**src/rtl/bcd_display_mux.sv**
```systemverilog
// rtl/bcd_display_mux.sv - two-digit BCD to multiplexed common-anode seven-segment driver
// Optional build macro: LEADING_ZERO_BLANK_EN (dark tens digit when the captured tens is zero).
module bcd_display_mux #(
  parameter int REFRESH_DIV = 50000,
  parameter int DEAD_CYCLES = 16,
  parameter int TMR_W       = 16
) (
  input  logic       clk,
  input  logic       reset,
  input  logic [3:0] ones,
  input  logic [3:0] tens,
  output logic [6:0] seg_n,
  output logic [1:0] an_n,
  output logic       frame_done
);

  typedef enum logic [1:0] {
    BLANK_T = 2'd0,
    SHOW_T  = 2'd1,
    BLANK_O = 2'd2,
    SHOW_O  = 2'd3
  } state_t;

  localparam logic [TMR_W-1:0] SHOW_LAST = TMR_W'(REFRESH_DIV - 1);
  localparam logic [TMR_W-1:0] DEAD_LAST = TMR_W'(DEAD_CYCLES - 1);
  localparam logic [6:0]       SEG_OFF   = 7'h7F;
  localparam logic [1:0]       AN_OFF    = 2'b11;

  state_t           state, state_nxt;
  logic [TMR_W-1:0] timer;
  logic [3:0]       tens_sh, ones_sh;
  logic             slot_end;
  logic             capture;
  logic [3:0]       tens_view;
  logic [6:0]       seg_nxt;
  logic [1:0]       an_nxt;
  logic             frame_done_nxt;

  function automatic logic [6:0] dec(input logic [3:0] d);
    case (d)
      4'd0:    dec = 7'h40;
      4'd1:    dec = 7'h79;
      4'd2:    dec = 7'h24;
      4'd3:    dec = 7'h30;
      4'd4:    dec = 7'h19;
      4'd5:    dec = 7'h12;
      4'd6:    dec = 7'h02;
      4'd7:    dec = 7'h78;
      4'd8:    dec = 7'h00;
      4'd9:    dec = 7'h10;
      default: dec = 7'h3F;
    endcase
  endfunction

  always_comb begin
    slot_end  = 1'b0;
    state_nxt = state;
    case (state)
      BLANK_T: begin
        slot_end = (timer == DEAD_LAST);
        if (slot_end) state_nxt = SHOW_T;
      end
      SHOW_T: begin
        slot_end = (timer == SHOW_LAST);
        if (slot_end) state_nxt = BLANK_O;
      end
      BLANK_O: begin
        slot_end = (timer == DEAD_LAST);
        if (slot_end) state_nxt = SHOW_O;
      end
      default: begin
        slot_end = (timer == SHOW_LAST);
        if (slot_end) state_nxt = BLANK_T;
      end
    endcase
  end

  // The tens slot is decoded from the live input on the capture edge so it matches the shadow.
  always_comb begin
    capture        = (state == BLANK_T) && slot_end;
    tens_view      = capture ? tens : tens_sh;
    seg_nxt        = SEG_OFF;
    an_nxt         = AN_OFF;
    frame_done_nxt = (state == SHOW_O) && slot_end;
    case (state_nxt)
      SHOW_T: begin
`ifdef LEADING_ZERO_BLANK_EN
        if (tens_view != 4'd0) begin
          seg_nxt = dec(tens_view);
          an_nxt  = 2'b10;
        end
`else
        seg_nxt = dec(tens_view);
        an_nxt  = 2'b10;
`endif
      end
      SHOW_O: begin
        seg_nxt = dec(ones_sh);
        an_nxt  = 2'b01;
      end
      default: begin
        seg_nxt = SEG_OFF;
        an_nxt  = AN_OFF;
      end
    endcase
  end

  always_ff @(posedge clk or posedge reset) begin
    if (reset) begin
      state      <= BLANK_T;
      timer      <= '0;
      tens_sh    <= 4'd0;
      ones_sh    <= 4'd0;
      seg_n      <= SEG_OFF;
      an_n       <= AN_OFF;
      frame_done <= 1'b0;
    end else begin
      state      <= state_nxt;
      timer      <= slot_end ? '0 : timer + TMR_W'(1);
      seg_n      <= seg_nxt;
      an_n       <= an_nxt;
      frame_done <= frame_done_nxt;
      if (capture) begin
        tens_sh <= tens;
        ones_sh <= ones;
      end
    end
  end

endmodule

```
**config.mk**
```make
export PLATFORM = sky130hd
export DESIGN_NAME = bcd_display_mux
export DESIGN_NICKNAME = d
export VERILOG_FILES = /design/src/rtl/bcd_display_mux.sv
export SDC_FILE = /design/constraint.sdc
export NUM_CORES = 1
export LEC_CHECK = 0
export BUFFER_PORTS_ARGS = -buffer_cell sky130_fd_sc_hd__buf_2
export CAP_MARGIN = 30
export CORE_ASPECT_RATIO = 0.5
export CORE_MARGIN = 5
export CORE_UTILIZATION = 45
export DETAILED_ROUTE_END_ITERATION = 8
export PLACE_DENSITY = 0.72
export SYNTH_ARGS = -nofsm -noshare
export SYNTH_HDL_FRONTEND = slang
export SYNTH_SLANG_ARGS = --single-unit
```
**constraint.sdc**
```tcl
create_clock -name clk -period 2.9 [get_ports clk]
set_clock_uncertainty 0.2 [all_clocks]
set_input_delay 0.58 -clock clk [delete_from_list [all_inputs] [get_ports clk]]
set_output_delay 0.58 -clock clk [all_outputs]
set_load 0.05 [all_outputs]
```
==> qor.yml, run 1 <==
run_status:
  status: "finished, final reports clean"
critical_path:
  critical_path.slowest_cell: "dfrtp_1"
  critical_path_class: "flop to flop"
  cp_cell_sequence: "nor4_4 > nand3_2 > or3_4 > nand2_1 > nand2_1 > ha_1 > inv_1 > o211ai_1 > a221o_1"
  critPathLaunchType: "flop"
  crit_top_cell: "nand2_1"
  r2r_slack_ns: 0.25
  required_ns: 2.92
  max_stage_delay_ns: 0.44
  crit_buf_inv: 1
  worstReg2RegStart: "timer[7]"
  critPathArrivalTime_ns: 2.67
  path_delay_family: "simple AND/OR/NAND/NOR gates"
  path_max_fanout: 10
  reg2reg_depth: 9
  endpoint_kind: "flop"
  timing.rr.end: "seg_n[6]"
die:
  die_w_um: 105.2
  ios: 20
  coreArea_um2: 4382
  start_util_pct: 46.52
  die_h_um: 57.59
  fp-row-count: 17
  fp.dieArea_um2: 6057
layout:
  num-fill-cells: 382
  final_core_util_pct: 52.54
  final_nets: 260
  drive_above_1_share_pct: 19.33
  ff_latch_area_um2: 912.1
  instances_no_fill: 295
  area_growth_syn_to_layout_pct: 12.95
  design_area_um2: 2302
  multiInputGateArea_um2: 1045
  mostFrequentLayoutCell: "dfrtp_1"
  final_cell_mix: "dfrtp_1 (27), nand2_1 (25), buf_2 (19)"
  antennaDiodeCount: 0
synth:
  synth_seq_cells: 36
  syn_nets: 236
  synth_top_area_cell: "dfrtp_1"
  syn_area_per_cell_um2: 9.569
  synth_top_area_share_pct: 33.15
  yosys_warnings: 0
  synthDistinctLibCells: 43
  syn_area_um2: 2038
  yosysSeqAreaShare_pct: 44.75
  synthCells: 213
  synthTopCellsByArea: "dfrtp_1 (33%), dfstp_2 (12%), ha_1 (8.0%)"
sta:
  period_share_pct: 91.29
  relSlewSlack_pct: 51.59
  hold_violations: 0
  worst_slack_ns: 0.2525
  period_minus_slack_ns: 2.647
  tightest_slew_ns: 0.7262
  slew_viol_final: 0
  fin_setup_tns_ns: 0
  finalSetupViolCount: 0
  fmax_ghz: 0.3777
power:
  p_leak_nw: 1.109
  cellPowerDensity_nw_per_um2: 442.9
  vdd_ir_drop_max_mv: 0.1681
global_routing:
  grt_use_total_pct: 14.54
  grtUsageMet2_pct: 20.84
  grt_pass1_wl_mm: 6.955
  grt_pass1_vias: 1497
  antenna_found_initial: 0
  met3_usage_pct: 3.616
  busiest_layer: "met2"
  overflow: 0
  globalRouteMet1Util_pct: 19.67
  grt_max_degree: 24
drt:
  wirelength_mm: 4.096
  post_drt_via_cell_ratio: 5.437
  route.detailed.drc: 0
  drtAntennaViolNets: 0
  num_vias: 1604
  dr.pass1.iters: 5
  wl_per_cell_um: 13.88
  drt_iter0_drc: 108
clock_network:
  cts_buffers: 5
  clock-root-buffer: "clkbuf_8"
  clk_latency_ns: 0.29
  cts.htree.levels: 2
  cts_hold_buf: 0
  clkTransAtPathRegs_ns: 0.07
  clock-sinks: 36
  tritoncts: "built"
  clk_path_buf_depth: 2
placement:
  hpwl_mm: 3.059
  place_ws_ns: 0.1215
  port_buffers: 19
  dp_cells: 285
  postPlaceCellArea_um2: 2188
  place_congestion: 0.8426
flow_run:
  maxCapViolCount: 0
min_path:
  min_path_type: "input pin to async pin"
## cell type report
| type | count | area share, % |
|---|---|---|
| Timing Repair Buffer | 23 | 5.435 |
| Clock inverter | 2 | 0.4348 |
| Sequential cell | 36 | 39.62 |
| Inverter | 15 | 2.446 |
| Clock buffer | 6 | 3.587 |
| Multi-Input combinational cell | 156 | 45.38 |
| Tap cell | 57 | 3.098 |
## state kept, by name, summed over array words and instances (netlist names)
name        cells
timer          16
seg_n           7
ones_sh         4
tens_sh         4
an_n            2
state           2
frame_done      1
## synthesized netlist by cell type (all sizes together)
cell	n
a221o	1
nor3	3
nor2	16
ha	13
and4	2
a21oi	14
inv	15
buf	1
o211ai	2
o22ai	1
or3	3
a21o	2
nor4	2
dfrtp	27
o2bb2ai	1
and3	7
a21boi	1
xnor2	5
or4	1
nor2b	2
o311ai	1
mux2i	2
nand2b	2
o31a	1
a2bb2oi	1
nand2	25
nand3	11
a211o	3
dfstp	9
o21a	1
clkbuf	5
nand4	2
o22a	1
o21ai	12
xor2	10
o221ai	3
mux2	1
a31oi	1
nor3b	3
## cell families after synthesis
| group | after synthesis | synth area share, % |
|---|---|---|
| DFF | 36 | 44.75 |
| xor gates and xnor gates | 15 | 6.445 |
| buffers and inverters | 21 | 4.296 |
| AOI/OAI and AO/OA | 46 | 14.43 |
| adders and majority gates | 13 | 7.981 |
| and+or+nand+nor | 79 | 20.38 |
| muxes | 3 | 1.719 |
## stage by stage
step / total power, W / hold WS [ns]
after floorplan: 0.0006266 / 0.2251
after global placement: 0.0006576 / 0.2362
after detailed placement: 0.0006584 / 0.2462
after CTS: 0.001033 / 0.1081
after global routing: 0.001068 / 0.1566
final: 0.001020 / 0.09665
## report_power, final
part           switching [W]  leakage, nW  internal, W
registers          0.0000111        0.439     0.000522
logic              0.0000788        0.619    0.0000372
clock network       0.000181       0.0510     0.000189
total               0.000271         1.11     0.000749
## metal layers
metal	share of wire (%)	vias to the layer above
met5	0	-
met4	2.9	0
met3	4.9	11
met2	44	40
met1	48	759
li1	-	794
## worst max path at each step
stage | slack [ns] | end | depth (start not counted) | from
after detailed placement | 0.12 | seg_n[4] | 11 | timer[0]
after global routing | -0.005 | seg_n[4] | 12 | timer[0]
after CTS | 0.11 | seg_n[6] | 10 | timer[0]
final | 0.25 | seg_n[6] | 9 | timer[7]
after global placement | 0.14 | seg_n[6] | 10 | timer[0]
after floorplan | 0.1 | seg_n[4] | 13 | timer[0]
## what timing repair did
action                     4_1_cts  5_1_grt
gates resized for setup          0        3
buffers inserted                 0        2
setup endpoints to repair        0        6
Power figures use the tool's default switching activity.
==> inputs of run 2 (changes only) <==
==> constraint.sdc (replaced) <==
create_clock -name clk -period 2.9 [get_ports clk]
set_clock_uncertainty 0.2 [all_clocks]
set_input_delay 0.87 -clock clk [delete_from_list [all_inputs] [get_ports clk]]
set_output_delay 0.87 -clock clk [all_outputs]
set_load 0.05 [all_outputs]
==> run 2 against run 1 <==
Count of clock-buffer cells in the layout shrank 1. Sequential cell count is the same. Highest routed layer unchanged. Sequential share of layout area decreased by 1.0 points. Sequential power is essentially flat. Non-clock buffer count grew 6. Worst setup slack worse by 0.14 ns.
==> qor.yml, run 2 (synthesis results as in run 1) <==
drt:
  post_drt_via_cell_ratio: 5.535  # +1.8%
  wl_per_cell_um: 14.53  # +4.7%
  route.detailed.drc: 0  # unchanged
  dr.pass1.iters: 4  # -1
  num_vias: 1666  # +3.9%
  drtAntennaViolNets: 0  # unchanged
  drt_iter0_drc: 60  # -44%
  wirelength_mm: 4.375  # +6.8%
die:
  die_w_um: 105.2  # unchanged
  ios: 20  # unchanged
  start_util_pct: 46.52  # unchanged
  fp-row-count: 17  # unchanged
  fp.dieArea_um2: 6057  # unchanged
  die_h_um: 57.59  # unchanged
  coreArea_um2: 4382  # unchanged
critical_path:
  required_ns: 2.92  # about the same
  reg2reg_depth: 11  # +2
  critical_path.slowest_cell: "or3_4"
  cp_cell_sequence: "ha_1 > and3_2 > nand3_2 > buf_4 > or3_4 > nand2_1 > nand2_1 > ha_1 > inv_1 > o211ai_1 > a221o_1"
  path_delay_family: "simple AND/OR/NAND/NOR gates"
  crit_buf_inv: 2  # +1
  path_max_fanout: 10  # unchanged
  worstReg2RegStart: "timer[0]"
  max_stage_delay_ns: 0.39  # -0.05 ns
  crit_end: "seg_n[6]"
  endpoint_kind: "flop"
  crit_start: "timer[0]"
  critPathArrivalTime_ns: 2.81  # +0.14 ns
  r2r_slack_ns: 0.12  # -0.14 ns
  timing.rr.end: "seg_n[6]"
  critPathLaunchType: "flop"
  cp.depth: 11  # +2
  critical_path_class: "flop to flop"
global_routing:
  grt_use_total_pct: 15.02  # +0.48 points
  antenna_found_initial: 0  # unchanged
  grt_pass1_vias: 1617  # +8.0%
  grt_max_degree: 37  # +54%
  overflow: 0  # unchanged
  grt_pass1_wl_mm: 7.314  # +5.2%
sta:
  slew_viol_final: 0  # unchanged
  tightest_slew_ns: 0.7044  # -0.02180 ns
  relSlewSlack_pct: 53.04  # +1.5 points
  hold_ws_ns: 0.2582  # +0.1616 ns
  finalSetupViolCount: 0  # unchanged
  period_minus_slack_ns: 2.784  # +0.1368 ns
  period_share_pct: 96.01  # +4.7 points
  fmax_ghz: 0.3592  # -4.9%
  hold_violations: 0  # unchanged
clock_network:
  clk_latency_ns: 0.30  # about the same
  cts.htree.levels: 2  # unchanged
  tritoncts: "built"
  cts_hold_buf: 0  # unchanged
  clock-sinks: 36  # unchanged
  clk_path_buf_depth: 2  # unchanged
  clkTransAtPathRegs_ns: 0.08  # about the same
  clock-root-buffer: "clkbuf_8"
  cts_buffers: 5  # unchanged
power:
  cellPowerDensity_nw_per_um2: 464.0  # +4.8%
  vdd_ir_drop_max_mv: 0.1753  # +4.3%
  p_leak_nw: 1.137  # +2.5%
run_status:
  status: "finished, final reports clean"
layout:
  area_growth_syn_to_layout_pct: 16.14
  reg_top3: "timer: 16 flops, seg_n: 7 flops"
  final_nets: 266  # +2.3%
  regMostFlops: "timer"
  instances_no_fill: 301  # +2.0%
  antennaDiodeCount: 0  # unchanged
  final_cell_mix: "dfrtp_1 (26), nand2_1 (25), buf_2 (19)"
  final_core_util_pct: 54.03  # +1.5 points
  drive_above_1_share_pct: 22.13  # +2.8 points
  largest_reg_flops: 16  # unchanged
  mostFrequentLayoutCell: "dfrtp_1"
  num-fill-cells: 379  # -0.79%
placement:
  hpwl_mm: 3.074  # +0.50%
  place_congestion: 0.8553  # +1.5%
  port_buffers: 19  # unchanged
  dp_cells: 285  # unchanged
min_path:
  min_path_type: "flop to flop"
flow_run:
  maxCapViolCount: 0  # unchanged
run 2: worst register-to-register path: stages (launching register included):
cell and delay, ns:
dfrtp_1 0.37, ha_1 0.20, and3_2 0.26, nand3_2 0.12, buf_4 0.17, or3_4 0.39
nand2_1 0.09, nand2_1 0.12, ha_1 0.23, inv_1 0.06, o211ai_1 0.14, a221o_1 0.36
run 2: report_power, final:
group	total (W)	switching [W]	leakage (nW)	internal (W)
clock	0.000446	0.000192	0.0541	0.000254
combinational	0.000119	0.0000817	0.646	0.0000377
sequential	0.000533	0.0000113	0.437	0.000522
total	0.00110	0.000285	1.14	0.000814
run 2: final cells by class:
class	count	area [µm²]	share of cell area, %
Clock buffer	5	68.82	2.907
Tap cell	57	71.32	3.013
Sequential cell	36	913.4	38.58
Multi-Input combinational cell	156	1045	44.13
Clock inverter	3	42.54	1.797
Timing Repair Buffer	29	170.2	7.188
Inverter	15	56.30	2.378
run 2: worst min-delay path by stage:
stage | from | end | slack, ns | cells after the start
floorplan | timer[0] | timer[0] | 0.23 | 1
global placement | timer[0] | timer[0] | 0.24 | 1
detailed placement | timer[0] | timer[0] | 0.25 | 1
CTS | timer[0] | timer[0] | 0.26 | 1
global route | timer[0] | timer[0] | 0.30 | 1
finish | timer[0] | timer[0] | 0.26 | 1
run 2: per-stage QoR:
stage | worst slack, ns | setup TNS, ns | power, W | cell area, µm²
detailed placement | -0.005200 | -0.005200 | 0.0006600 | 2188
finish | 0.1157 | 0 | 0.001098 | 2367
CTS | 0.01255 | 0 | 0.001108 | 2301
global route | -0.009627 | -0.01674 | 0.001145 | 2367
floorplan | 0.09732 | 0 | 0.0006266 | 2038
global placement | 0.1376 | 0 | 0.0006578 | 2188
run 2: routing by layer:
metal / vias up / wire length (µm) / track usage [%]
met5: - / 0 / 0
met4: 0 / 68 / 5.464
met3: 9 / 227 / 3.503
met2: 43 / 2098 / 24.87
met1: 815 / 1980 / 19.44
li1: 799 / - / -
run 2: what timing repair did:
item	CTS	global route
pin swaps	0	2
endpoints found under the setup margin	1	5
gates resized for setup	1	4
setup buffers	0	8
==> inputs of run 3 (changes only) <==
- ABC_AREA: default -> 1
- CORE_MARGIN: 5 -> 4
==> run 3 against run 2 <==
Core utilization rose by 0.33 points. Via count rose by 1.4%. Register-to-register slack improved by 0.36 ns. Sequential cell count did not move. Sequential power fell by 0.8%. Cell count rose by 17%. Design area rose by 3.5%. Worst hold slack improved by 0.0013 ns. Wire length fell by 7.8%. Sequential share of layout area fell by 1.4 points. Largest power group unchanged.
==> qor.yml, run 3 <==
global_routing:
  grt_pass1_vias: 1643  # +1.6%
  grt_use_total_pct: 15.04  # +0.020 points
  overflow: 0  # unchanged
  grt_max_degree: 37  # unchanged
  antenna_found_initial: 0  # unchanged
  grt_pass1_wl_mm: 7.307  # about the same
synth:
  postSynth.asyncResetShare_pct: 100.0  # unchanged
  synth_seq_cells: 36  # unchanged
  ys.flop_type: "dfrtp_1"
  synth_top_area_share_pct: 31.20  # -2.0 points
  syn_area_um2: 2166  # +6.3%
  synthDistinctLibCells: 30  # -30%
  synthTopCellsByArea: "dfrtp_1 (31%), dfstp_2 (11%), nand2_1 (9.5%)"
  yosys_warnings: 0  # unchanged
  yosysSeqAreaShare_pct: 42.11  # -2.6 points
  synth_top_area_cell: "dfrtp_1"
  synthCells: 259  # +22%
  syn_nets: 282  # +19%
  yosys-top-cells-count: "nand2_1 (55), inv_1 (37), dfrtp_1 (27)"
  synth_edf_count: 0  # unchanged
  syn_area_per_cell_um2: 8.362  # -13%
  synth.most_common_cell: "nand2_1"
flow_run:
  maxCapViolCount: 0  # unchanged
critical_path:
  cp.depth: 12  # +1
  r2r_slack_ns: 0.48  # +0.36 ns
  worstReg2RegStart: "timer[0]"
  max_stage_delay_ns: 0.37  # -0.02 ns
  cp_cell_sequence: "ha_1 > nand3_4 > nor2_4 > nand3_4 > nand2_1 > o21ai_0 > ha_1 > inv_1 > nand2_1 > nand2_1 > nand3_1 > nand2_1"
  critPathArrivalTime_ns: 2.46  # -0.35 ns
  crit_top_cell: "nand2_1"
  critPathLaunchType: "flop"
  required_ns: 2.94  # +0.02 ns
  critical_path_class: "flop to flop"
  path_max_fanout: 17  # +7
  reg2reg_depth: 12  # +1
  endpoint_kind: "flop"
  crit_buf_inv: 1  # -1
  critical_path.slowest_cell: "dfrtp_1"
  crit_start: "timer[0]"
  path_delay_family: "simple AND/OR/NAND/NOR gates"
drt:
  drtAntennaViolNets: 0  # unchanged
  post_drt_via_cell_ratio: 4.801  # -13%
  dr.pass1.iters: 4  # unchanged
  num_vias: 1690  # +1.4%
  route.detailed.drc: 0  # unchanged
  wirelength_mm: 4.035  # -7.8%
  drt_iter0_drc: 42  # -30%
  wl_per_cell_um: 11.46  # -21%
clock_network:
  clk_path_buf_depth: 2  # unchanged
  cts_buffers: 5  # unchanged
  tritoncts: "built"
  cts_resized: 0  # -1
  cts.htree.levels: 2  # unchanged
  clock-root-buffer: "clkbuf_8"
  clock-sinks: 36  # unchanged
  cts_hold_buf: 0  # unchanged
  post_cts_buffers: 0  # unchanged
  clk_latency_ns: 0.29  # about the same
  clkTransAtPathRegs_ns: 0.08  # about the same
sta:
  slew_viol_final: 0  # unchanged
  fmax_ghz: 0.4133  # +15%
  period_minus_slack_ns: 2.420  # -0.3646 ns
  tightest_slew_ns: 0.4481  # -0.2563 ns
  relSlewSlack_pct: 70.13  # +17 points
  period_share_pct: 83.44  # -13 points
  hold_violations: 0  # unchanged
  finalSetupViolCount: 0  # unchanged
  fin_setup_tns_ns: 0  # unchanged
  grt_setup_unrepaired: "no"
die:
  start_util_pct: 48.03  # +1.5 points
  die_w_um: 106.1  # +0.89%
  ios: 20  # unchanged
  coreArea_um2: 4509  # +2.9%
  die_h_um: 57.06  # -0.93%
  fp.dieArea_um2: 6054  # about the same
  fp-row-count: 17  # unchanged
layout:
  area_growth_syn_to_layout_pct: 13.17
  antennaDiodeCount: 0  # unchanged
  largest_reg_flops: 16  # unchanged
  final_cell_mix: "nand2_1 (55), inv_1 (37), dfrtp_1 (27)"
  num-fill-cells: 428  # +13%
  mostFrequentLayoutCell: "nand2_1"
  instances_no_fill: 352  # +17%
  final_nets: 308  # +16%
  design_area_um2: 2451  # +3.5%
  regMostFlops: "timer"
  reg_top3: "timer: 16 flops, seg_n: 7 flops"
  drive_above_1_share_pct: 23.78  # +1.6 points
power:
  power_switching_w: 0.0002818  # -0.97%
  internal-power_w: 0.0008091  # -0.58%
  seqPwrFrac_pct: 48.5  # about the same
  vdd_ir_drop_max_mv: 0.2335  # +33%
  cellPowerDensity_nw_per_um2: 445.1  # -4.1%
  p_leak_nw: 1.270  # +12%
  swShare_pct: 25.83  # -0.076 points
  power_frac_comb_pct: 10.8  # about the same
  pwr-share-clk_pct: 40.7  # about the same
min_path:
  hp-start: "timer[0]"
  min_path_type: "flop to flop"
  hold_path_depth: 1  # unchanged
run_status:
  status: "finished, final reports clean"
placement:
  postPlaceCellArea_um2: 2340  # +6.9%
  dp_cells: 344  # +21%
  hpwl_mm: 3.052  # -0.73%
  place_congestion: 0.8562  # +0.11%
  port_buffers: 19  # unchanged
==> run 3: power by group through the flow <==
stage                     registers (W)   logic, W  clock network, W
after floorplan                0.000568  0.0000582                 0
after global placement         0.000537   0.000117                 0
after detailed placement       0.000538   0.000119                 0
after CTS                      0.000529   0.000120          0.000456
after global routing           0.000530   0.000134          0.000476
final                          0.000529   0.000118          0.000444
==> run 3: kinds of logic after synthesis <==
logic type | after synthesis | share of synthesized area [%]
fa+ha+maj | 13 | 7.510
compound gates | 26 | 7.510
simple gates | 133 | 31.49
buf+inv | 42 | 7.741
flops | 36 | 42.11
xor+xnor | 9 | 3.640
==> run 3: path summary, 6_finish.rpt <==
path / end
worst min register to register: timer[0]
max in group asynchronous: seg_n[1]
worst min-delay path: timer[0]
worst max register to register: seg_n[1]
min in group asynchronous: timer[0]
worst max-delay path: seg_n[1]
==> run 3: metal layers <==
metal,track usage [%],vias up,wire [µm]
li1,-,863,-
met1,19.26,798,1934
met2,25.29,24,1946
met3,3.390,5,111
met4,5.535,0,42
met5,0,-,0
==> run 3: worst reg2reg max path, cell delays in order, from the launching register on <==
cell and delay (ns):
dfrtp_1 0.37, ha_1 0.23, nand3_4 0.14, nor2_4 0.16
nand3_4 0.23, nand2_1 0.21, o21ai_0 0.16, ha_1 0.33
inv_1 0.05, nand2_1 0.05, nand2_1 0.06, nand3_1 0.08
nand2_1 0.08
==> run 3: final cells by class <==
| class | instances | area, µm² | share of cell area [%] |
|---|---|---|---|
| clock inverters | 3 | 42.54 | 1.736 |
| inverters | 41 | 156.4 | 6.381 |
| multi-input cells | 181 | 1086 | 44.31 |
| repair buffers | 20 | 102.6 | 4.186 |
| well taps | 66 | 82.58 | 3.369 |
| flip-flops and latches | 36 | 912.1 | 37.21 |
| clock buffers | 5 | 68.82 | 2.808 |
==> run 3: per-stage QoR <==
step	total power, W	utilization, %	hold WS [ns]	setup WS, ns
after floorplan	0.0006259	-	0.2329	0.7358
after global placement	0.0006543	51.89	0.2418	0.5261
after detailed placement	0.0006571	51.89	0.2562	0.4746
after CTS	0.001105	54.36	0.2670	0.4538
after global routing	0.001140	54.36	0.3096	0.2243
final	0.001091	54.36	0.2595	0.4804
